## src/rtl/div_pkg.sv

```systemverilog
// div_pkg: shared definitions for the signed 4-bit division sequencer.
//   state_e  : controller states
//   WIDTH    : operand width (the complement unit is 4-bit)
//   NEG_MIN  : most-negative operand, which the abs unit cannot represent
package div_pkg;

  localparam int unsigned WIDTH = 4;
  localparam logic [WIDTH-1:0] NEG_MIN = 4'b1000;

  typedef enum logic [2:0] {
    S_IDLE,
    S_ABS_A,
    S_ABS_B,
    S_LOAD,
    S_DIV,
    S_SIGN
  } state_e;

endpackage

```

## src/rtl/div_restore_step.sv

```systemverilog
// div_restore_step: one combinational restoring-division iteration on magnitudes.
//   r_i, q_i  : partial remainder and shifting quotient/dividend register
//   mag_b_i   : divisor magnitude (non-zero)
//   r_o, q_o  : updated partial remainder and quotient register
module div_restore_step #(
  parameter int unsigned WIDTH = div_pkg::WIDTH
) (
  input  logic [WIDTH-1:0] r_i,
  input  logic [WIDTH-1:0] q_i,
  input  logic [WIDTH-1:0] mag_b_i,
  output logic [WIDTH-1:0] r_o,
  output logic [WIDTH-1:0] q_o
);

  logic [WIDTH:0]   t;
  logic             ge;
  logic [WIDTH-1:0] diff;

  // t never exceeds 2*mag_b-1, so the subtraction result always fits WIDTH bits.
  always_comb begin
    t    = {r_i, q_i[WIDTH-1]};
    ge   = (t >= {1'b0, mag_b_i});
    diff = t[WIDTH-1:0] - mag_b_i;
    r_o  = ge ? diff : t[WIDTH-1:0];
    q_o  = {q_i[WIDTH-2:0], ge};
  end

endmodule

```

## src/rtl/division_4bits_ctrl.sv

```systemverilog
// division_4bits_ctrl: sequencer for signed 4-bit two's-complement division.
// Uses the shared complement unit twice to obtain operand magnitudes, runs a
// 4-iteration restoring divide, then sign-corrects (quotient truncates toward
// zero, remainder follows the dividend's sign).
//   clk, rst              : rising-edge clock, asynchronous active-low reset
//   start, dividend, divisor : request and operands, sampled only in IDLE
//   busy, done            : busy from acceptance until done; done is a 1-cycle pulse
//   quotient, remainder   : results, held until overwritten by the next result
//   div_by_zero, range_err: error flags valid with done
//   comp_sel, comp_a, comp_b, comp_ci, comp_sum : complement (abs) unit interface
module division_4bits_ctrl #(
  parameter int unsigned WIDTH = div_pkg::WIDTH,
  parameter int unsigned ITER  = WIDTH
) (
  input  logic             clk,
  input  logic             rst,
  input  logic             start,
  input  logic [WIDTH-1:0] dividend,
  input  logic [WIDTH-1:0] divisor,
  output logic             busy,
  output logic             done,
  output logic [WIDTH-1:0] quotient,
  output logic [WIDTH-1:0] remainder,
  output logic             div_by_zero,
  output logic             range_err,
  output logic             comp_sel,
  output logic [WIDTH-1:0] comp_a,
  output logic [WIDTH-1:0] comp_b,
  output logic             comp_ci,
  input  logic [WIDTH-1:0] comp_sum
);

  import div_pkg::*;

  localparam int unsigned CNT_W = (ITER > 1) ? $clog2(ITER) : 1;
  localparam logic [CNT_W-1:0] CNT_LAST = CNT_W'(ITER - 1);

  state_e           state_q, state_d;
  logic [WIDTH-1:0] dvd_q, dvd_d;
  logic [WIDTH-1:0] dvs_q, dvs_d;
  logic [WIDTH-1:0] mag_a_q, mag_a_d;
  logic [WIDTH-1:0] mag_b_q, mag_b_d;
  logic [WIDTH-1:0] wq_q, wq_d;
  logic [WIDTH-1:0] wr_q, wr_d;
  logic [CNT_W-1:0] cnt_q, cnt_d;
  logic [WIDTH-1:0] quo_q, quo_d;
  logic [WIDTH-1:0] rem_q, rem_d;
  logic             busy_q, busy_d;
  logic             done_q, done_d;
  logic             dbz_q, dbz_d;
  logic             rerr_q, rerr_d;

  logic [WIDTH-1:0] step_r, step_q;
  logic             sa, sb;

  div_restore_step #(.WIDTH(WIDTH)) u_step (
    .r_i     (wr_q),
    .q_i     (wq_q),
    .mag_b_i (mag_b_q),
    .r_o     (step_r),
    .q_o     (step_q)
  );

  assign sa = dvd_q[WIDTH-1];
  assign sb = dvs_q[WIDTH-1];

  always_comb begin
    state_d  = state_q;
    dvd_d    = dvd_q;
    dvs_d    = dvs_q;
    mag_a_d  = mag_a_q;
    mag_b_d  = mag_b_q;
    wq_d     = wq_q;
    wr_d     = wr_q;
    cnt_d    = cnt_q;
    quo_d    = quo_q;
    rem_d    = rem_q;
    busy_d   = busy_q;
    done_d   = 1'b0;
    dbz_d    = dbz_q;
    rerr_d   = rerr_q;
    comp_sel = 1'b0;
    comp_a   = '0;

    case (state_q)
      S_IDLE: begin
        if (start) begin
          dvd_d  = dividend;
          dvs_d  = divisor;
          dbz_d  = 1'b0;
          rerr_d = 1'b0;
          busy_d = 1'b1;
          if (dividend == NEG_MIN || divisor == NEG_MIN) begin
            // Zero working values make the SIGN state emit q=r=0 regardless of signs.
            rerr_d  = 1'b1;
            wq_d    = '0;
            wr_d    = '0;
            state_d = S_SIGN;
          end else begin
            state_d = S_ABS_A;
          end
        end
      end
      S_ABS_A: begin
        comp_sel = 1'b1;
        comp_a   = dvd_q;
        state_d  = S_ABS_B;
      end
      S_ABS_B: begin
        comp_sel = 1'b1;
        comp_a   = dvs_q;
        mag_a_d  = comp_sum;
        state_d  = S_LOAD;
      end
      S_LOAD: begin
        if (comp_sum == '0) begin
          dbz_d   = 1'b1;
          quo_d   = '0;
          rem_d   = '0;
          done_d  = 1'b1;
          busy_d  = 1'b0;
          state_d = S_IDLE;
        end else begin
          mag_b_d = comp_sum;
          wq_d    = mag_a_q;
          wr_d    = '0;
          cnt_d   = '0;
          state_d = S_DIV;
        end
      end
      S_DIV: begin
        wq_d  = step_q;
        wr_d  = step_r;
        cnt_d = cnt_q + 1'b1;
        if (cnt_q == CNT_LAST) begin
          state_d = S_SIGN;
        end
      end
      S_SIGN: begin
        quo_d   = (sa ^ sb) ? (~wq_q + 1'b1) : wq_q;
        rem_d   = sa ? (~wr_q + 1'b1) : wr_q;
        done_d  = 1'b1;
        busy_d  = 1'b0;
        state_d = S_IDLE;
      end
      default: begin
        state_d = S_IDLE;
      end
    endcase
  end

  always_ff @(posedge clk or negedge rst) begin
    if (!rst) begin
      state_q <= S_IDLE;
      dvd_q   <= '0;
      dvs_q   <= '0;
      mag_a_q <= '0;
      mag_b_q <= '0;
      wq_q    <= '0;
      wr_q    <= '0;
      cnt_q   <= '0;
      quo_q   <= '0;
      rem_q   <= '0;
      busy_q  <= 1'b0;
      done_q  <= 1'b0;
      dbz_q   <= 1'b0;
      rerr_q  <= 1'b0;
    end else begin
      state_q <= state_d;
      dvd_q   <= dvd_d;
      dvs_q   <= dvs_d;
      mag_a_q <= mag_a_d;
      mag_b_q <= mag_b_d;
      wq_q    <= wq_d;
      wr_q    <= wr_d;
      cnt_q   <= cnt_d;
      quo_q   <= quo_d;
      rem_q   <= rem_d;
      busy_q  <= busy_d;
      done_q  <= done_d;
      dbz_q   <= dbz_d;
      rerr_q  <= rerr_d;
    end
  end

  assign busy        = busy_q;
  assign done        = done_q;
  assign quotient    = quo_q;
  assign remainder   = rem_q;
  assign div_by_zero = dbz_q;
  assign range_err   = rerr_q;
  assign comp_b      = '0;
  assign comp_ci     = 1'b1;

endmodule

```

## config.mk

```make
export PLATFORM = sky130hd
export DESIGN_NAME = division_4bits_ctrl
export DESIGN_NICKNAME = d
export VERILOG_FILES = /design/src/rtl/div_pkg.sv /design/src/rtl/div_restore_step.sv /design/src/rtl/division_4bits_ctrl.sv
export SDC_FILE = /design/constraint.sdc
export NUM_CORES = 1
export LEC_CHECK = 0
export CAP_MARGIN = 10
export CORE_ASPECT_RATIO = 0.9
export CORE_MARGIN = 4
export CORE_UTILIZATION = 47
export CTS_CLUSTER_DIAMETER = 200
export DETAILED_ROUTE_END_ITERATION = 7
export GPL_TIMING_DRIVEN = 0
export PLACE_DENSITY = 0.76
export SLEW_MARGIN = 20
export SYNTH_ARGS = -nofsm -noshare
export SYNTH_HDL_FRONTEND = slang
export SYNTH_SLANG_ARGS = --single-unit
```

## constraint.sdc

```tcl
create_clock -name clk -period 2.1 [get_ports clk]
set_clock_uncertainty 0.2 [all_clocks]
set_input_delay 0.525 -clock clk [delete_from_list [all_inputs] [get_ports clk]]
set_output_delay 0.525 -clock clk [all_outputs]
set_load 0.05 [all_outputs]
```

After elaboration in Yosys (flattened, before gate mapping):

Index checks and enable logic that the tools add are counted.

* muxes and demuxes: 30
* add/subtract/negate cells: 4
* magnitude comparators: 1
* equality and inequality tests: 13
* bitwise logic cells: 4
* reductions and logical operators: 17

Operators with widths (number)
* $mux 4: 8
* $pmux 4 s2: 3
* $pmux 4 s3: 2
* $pmux 3 s5: 1
* $mux 3: 4
* $ne 2x2->1 const B: 5
* $reduce_and 2->1: 5
* $add 4x1->4 const B: 2
* $eq 4x4->1 const B: 2
* $not 4->4: 2
* $mux 1: 7
* $eq 3x2->1 const B: 2
* $eq 3x3->1 const B: 2
* $reduce_and 3->1: 2
* $reduce_bool 2->1: 3
* $reduce_bool 3->1: 2
* $ge 5x4->1: 1
* $logic_not 4->1: 1
* $pmux 1 s2: 2
* $pmux 2 s2: 1
* $reduce_and 4->1: 1
* $sub 4x4->4: 1
* $eq 3x1->1 const B: 1
* $logic_not 3->1: 1
* other kinds (8): 8

* register bits after elaboration: 41
* output and inout port bits: 22
* bits of input ports: 15
* logic and storage cells: 83

Depth between registers and ports, before layout:

Gate-level depths: netlist (run 1).

* depth in word-level cells: 5
* mapped depth: 7
* gate-level depth less buffers: 7

Modules after synthesis:

From an unflattened synthesis (run 1), not the netlist that was laid out.

* cell total of the unflattened synthesis: 186
* area total of the unflattened synthesis: 2130.8 sq um

By module, submodules not included
* division_4bits_ctrl: sequential area each 1026.0 sq um, cells each 154, area each 1876.8 sq um, times used 1
* div_restore_step: sequential area each 0.0 sq um, cells each 32, area each 254.0 sq um, times used 1

Least setup slack after synthesis (run 1):

No wires, ideal clock.

* kind: flip-flop to output port
* from: register state_q[1]
* to: output port comp_a[0]
* stages on the path, launching flop included: 5
* data arrival time: 1503 ps
* setup slack: -128 ps
* path through: dfrtp_1 > and2b_2 > buf_2 > a22oi_1 > nor2_1

* cells in the longest elaborated chain, start to end: 2

RTL lines
* start, declared: RTL line division_4bits_ctrl.sv:38 `state_e state_q, state_d;`
* start signal, assigned: RTL line division_4bits_ctrl.sv:169 `state_q <= state_d;`
* $eq 3x2->1 / $eq 3x1->1 (equally long branches): RTL line division_4bits_ctrl.sv:85 `case (state_q)`
* $pmux 4 s2 *: RTL line division_4bits_ctrl.sv:85
* end, declared: RTL line division_4bits_ctrl.sv:27 `output logic [WIDTH-1:0] comp_a,`

Mark *: on every way between the ends. The rest lies on a longest branch, timed or not.

Worst setup path after layout (run 1):

* from: register state_q[1]
* to: output port comp_a[3]

The elaborated chain is that of the path after synthesis.

==> results.sh, run 1 <==
export IMPL_synth_xor_area_share_pct=2.52
export IMPL_synth_most_common_cell="dfrtp_1"
export IMPL_synth_seq_area_share_pct=49.2
export IMPL_critPathRequiredTime_ns=1.37
export IMPL_drv_slew=0
export IMPL_max_freq_mhz=461
export IMPL_diodes=0
export IMPL_ys_ff_latch=41
export IMPL_antenna_found_initial=0
export IMPL_yosys_cell_types_count=40
export IMPL_synth_edff_count=0
export IMPL_synthFlopType="dfrtp_1"
export IMPL_yosys_area_share_simple_pct=13.0
export IMPL_combPwrFrac_pct=56.6
export IMPL_ios=37
export IMPL_numPortBuffers=31
export IMPL_grt_util_met1_pct=23.4
export IMPL_initial_utilization_pct=49.8
export IMPL_max_stage_delay_ns=0.42
export IMPL_drt_pass1_iterations=4
export IMPL_drtIter0Drc=86
export IMPL_dieWidth_um=78.2
export IMPL_grt_overflow=0
export IMPL_cp_arrival_ns=1.44
export IMPL_hold_viol=0
export IMPL_avgSynthCellArea_sq_um=10.5
export IMPL_syn_to_final_growth_pct=32.4
export IMPL_chipHeight_um=71.2
export IMPL_swShare_pct=44.0
export IMPL_power_leakage_nw=1.24
export IMPL_finalSetupTns_ns=-0.218
export IMPL_yosysTopAreaCell="dfrtp_1"
export IMPL_start_kind="register"
export IMPL_holdCritPathClass="register to register"
export IMPL_place_hpwl_mm=3.25
export IMPL_worst_path_max_delay_cell="dfrtp_1"
export IMPL_status="finished with violations"
export IMPL_final_util_pct=65.9
export IMPL_tritoncts="built"
export IMPL_grt_max_degree=26
export IMPL_endpoint_kind="output port"
export IMPL_power_frac_seq_pct=32.0
export IMPL_synth_common_cells="41 x dfrtp_1, 20 x nand2_1, 18 x nor2_1, 15 x mux2_2, 15 x o21ai_0"
export IMPL_p_int_w=0.00257
export IMPL_synth_area_top_cells="dfrtp_1 49%, mux2_2 8.1%, ha_1 4.2%, nand2_1 3.6%, o21ai_0 3.6%"
export IMPL_cpLargestDelayFamily="simple AND/OR/NAND/NOR gates"
export IMPL_cts_buffers=5
export IMPL_crit_fanout=7
export IMPL_first_global_vias=1565
export IMPL_fp_row_count=22
export IMPL_grtUsageMet3_pct=4.33
export IMPL_post_synth_inst_count=199
export IMPL_path_clk_slew_ns=0.08
export IMPL_synth_top_family_by_area="compound AO/OA/AOI/OAI gates"
export IMPL_clock_sinks=41
export IMPL_remaining_drc_errors=0
export IMPL_grt_pass1_wl_mm=7.40
export IMPL_synthArstFlopShare_pct=100
export IMPL_synth_top_area_share_pct=49.2
export IMPL_violations="setup timing"
export IMPL_fill_cells=349
export IMPL_synthAdderAreaFrac_pct=5.17
export IMPL_setup_ws_ns=-0.0680
export IMPL_syn_cell_area_sq_um=2080
export IMPL_die_area_sq_um=5560
export IMPL_gp_congestion=0.806
export IMPL_cts_root_buf="clkbuf_8"
export IMPL_drive_above_1_share_pct=30.1
export IMPL_busiest_layer="met2"
export IMPL_h_tree_depth=2
export IMPL_ir_drop_v=0.000828
export IMPL_worstSetupPathType="register to output port"
export IMPL_path_cells="and2b_4 > a22oi_2 > nor2_2 > buf_6"
export IMPL_crit_buf_inv=1
export IMPL_p_per_area_nw_per_um2=1670
export IMPL_drv_cap=0
export IMPL_via_per_inst=5.09
export IMPL_synth_compound_area_share_pct=13.4
export IMPL_gr_usage_met2_pct=25.6
export IMPL_cts_path_max_buffers=2
export IMPL_vias=1557
export IMPL_drt_wl_total_mm=4.30
export IMPL_synthMuxAreaShare_pct=10.0
export IMPL_core_sq_um=4180
export IMPL_ant_nets=0
export IMPL_reg2regPathDepth=7
export IMPL_clk_latency_ns=0.29
export IMPL_wl_per_cell_um=14.0
export IMPL_power_switching_w=0.00202
export IMPL_rsz0062_at_grt="yes"
export IMPL_hold_path_depth=2
export IMPL_power_share_clock_pct=11.4
export IMPL_nNetsFinal=269
export IMPL_cp_depth=4
export IMPL_period_share_pct=103
export IMPL_grt_use_total_pct=17.1
export IMPL_finalSetupViolCount=4
export IMPL_power_w=0.00460
export IMPL_finalCriticalPeriod_ns=2.17
export IMPL_yosysWarnings=0
sequential cells by signal (all words and copies together) (netlist names), 2 cells and up:
name and count:
cnt_q 2, dvd_q 4, dvs_q 4, mag_a_q 4
mag_b_q 4, quotient 4, remainder 4, state_q 3
wq_q 4, wr_q 4
per-layer routing:
layer  share of wire, %  vias to the layer above
met5                  0                        -
met1                 48                      748
met3                4.2                       10
li1                   -                      770
met2                 46                       29
met4                2.3                        0
metrics by stage:
stage / hold WS [ns] / area (sq um) / std cells / setup slack [ns]
4_1_cts: 0.282 / 2680 / 305 / -0.0495
6_report: 0.272 / 2760 / 306 / -0.0680
5_1_grt: 0.315 / 2760 / 306 / -0.127
3_5_place_dp: 0.269 / 2510 / 294 / -0.588
2_1_floorplan: 0.0294 / 2100 / 202 / 0.000372
3_3_place_gp: 0.261 / 2490 / 293 / -0.680
layout make-up:
type	instances	area (sq um)	area share, %
Buffer	10	80.1	2.90
Clock inverter	1	7.51	0.272
Multi-Input combinational cell	137	1060	38.3
Inverter	12	45.0	1.63
Sequential cell	41	1030	37.3
Clock buffer	6	82.6	2.99
Timing Repair Buffer	39	384	13.9
Tap cell	60	75.1	2.72
cells in the final DEF (no fill, tap or decap), types with 5 or more instances in the layout:
master           netlist  layout
a21oi_1                6       5
buf_4                  6      12
buf_6                  2       7
clkbuf_8               0       6
clkdlybuf4s50_1        0      11
conb_1                 2       5
dfrtp_1               41      39
dlygate4sd2_1          0      12
ha_1                   7       5
inv_1                 12      11
mux2_2                15      15
nand2_1               20      20
nor2_1                18      14
o21ai_0               15      15
worst register-to-register path: cells and delay by family (launching register included):
family                   cells  cell delay [ns]
AO/OA/AOI/OAI                4             0.54
flip-flops                   1             0.46
buffers and inverters        1             0.17
adder cells (fa/ha/maj)      1             0.25
multiplexers                 1             0.21
power groups by stage:
stage	sequential [W]	combinational, W	clock (W)
floorplan	0.00171	0.00152	0
global placement	0.00144	0.00235	0
detailed placement	0.00146	0.00241	0
CTS	0.00146	0.00251	0.000543
global route	0.00152	0.00286	0.000576
finish	0.00147	0.00260	0.000525
cells by family after synthesis:
group,count (synthesis)
other,2
AND/OR/NAND/NOR,57
multiplexers,19
adder cells (fa/ha/maj),8
flip-flops,41
buffers and inverters,24
AO/OA/AOI/OAI,42
XOR/XNOR,6
what timing repair did:
item | CTS | global route
hold endpoints to repair | 16 | 0
cloned | 0 | 0
setup buffers | 4 | 2
endpoints found under the setup margin | 23 | 24
resized for setup | 59 | 14
pin swaps | 1 | 6
hold buffers | 1 | 0
worst paths after layout:
kind / from / end / slack, ns
worst max-delay path: state_q[1]$_DFFE_PN0P_ / comp_a[3] / -0.07
worst min register to register: quotient[1]$_DFFE_PN0P_ / quotient[1]$_DFFE_PN0P_ / 0.27
worst max register to register: wr_q[1]$_DFFE_PN0P_ / wr_q[1]$_DFFE_PN0P_ / 0.13
min in group asynchronous: rst / mag_b_q[2]$_DFFE_PN0P_ / 0.49
max in group asynchronous: rst / wr_q[0]$_DFFE_PN0P_ / 0.73
worst min-delay path: quotient[1]$_DFFE_PN0P_ / quotient[1]$_DFFE_PN0P_ / 0.27
Note: power is estimated with default switching activity, not from simulation.
==> run 2: changes to the inputs <==
- HOLD_SLACK_MARGIN: unset -> 0.02
==> results of run 2 <==
Final layout, timing and power as in run 1 (identical DEF).
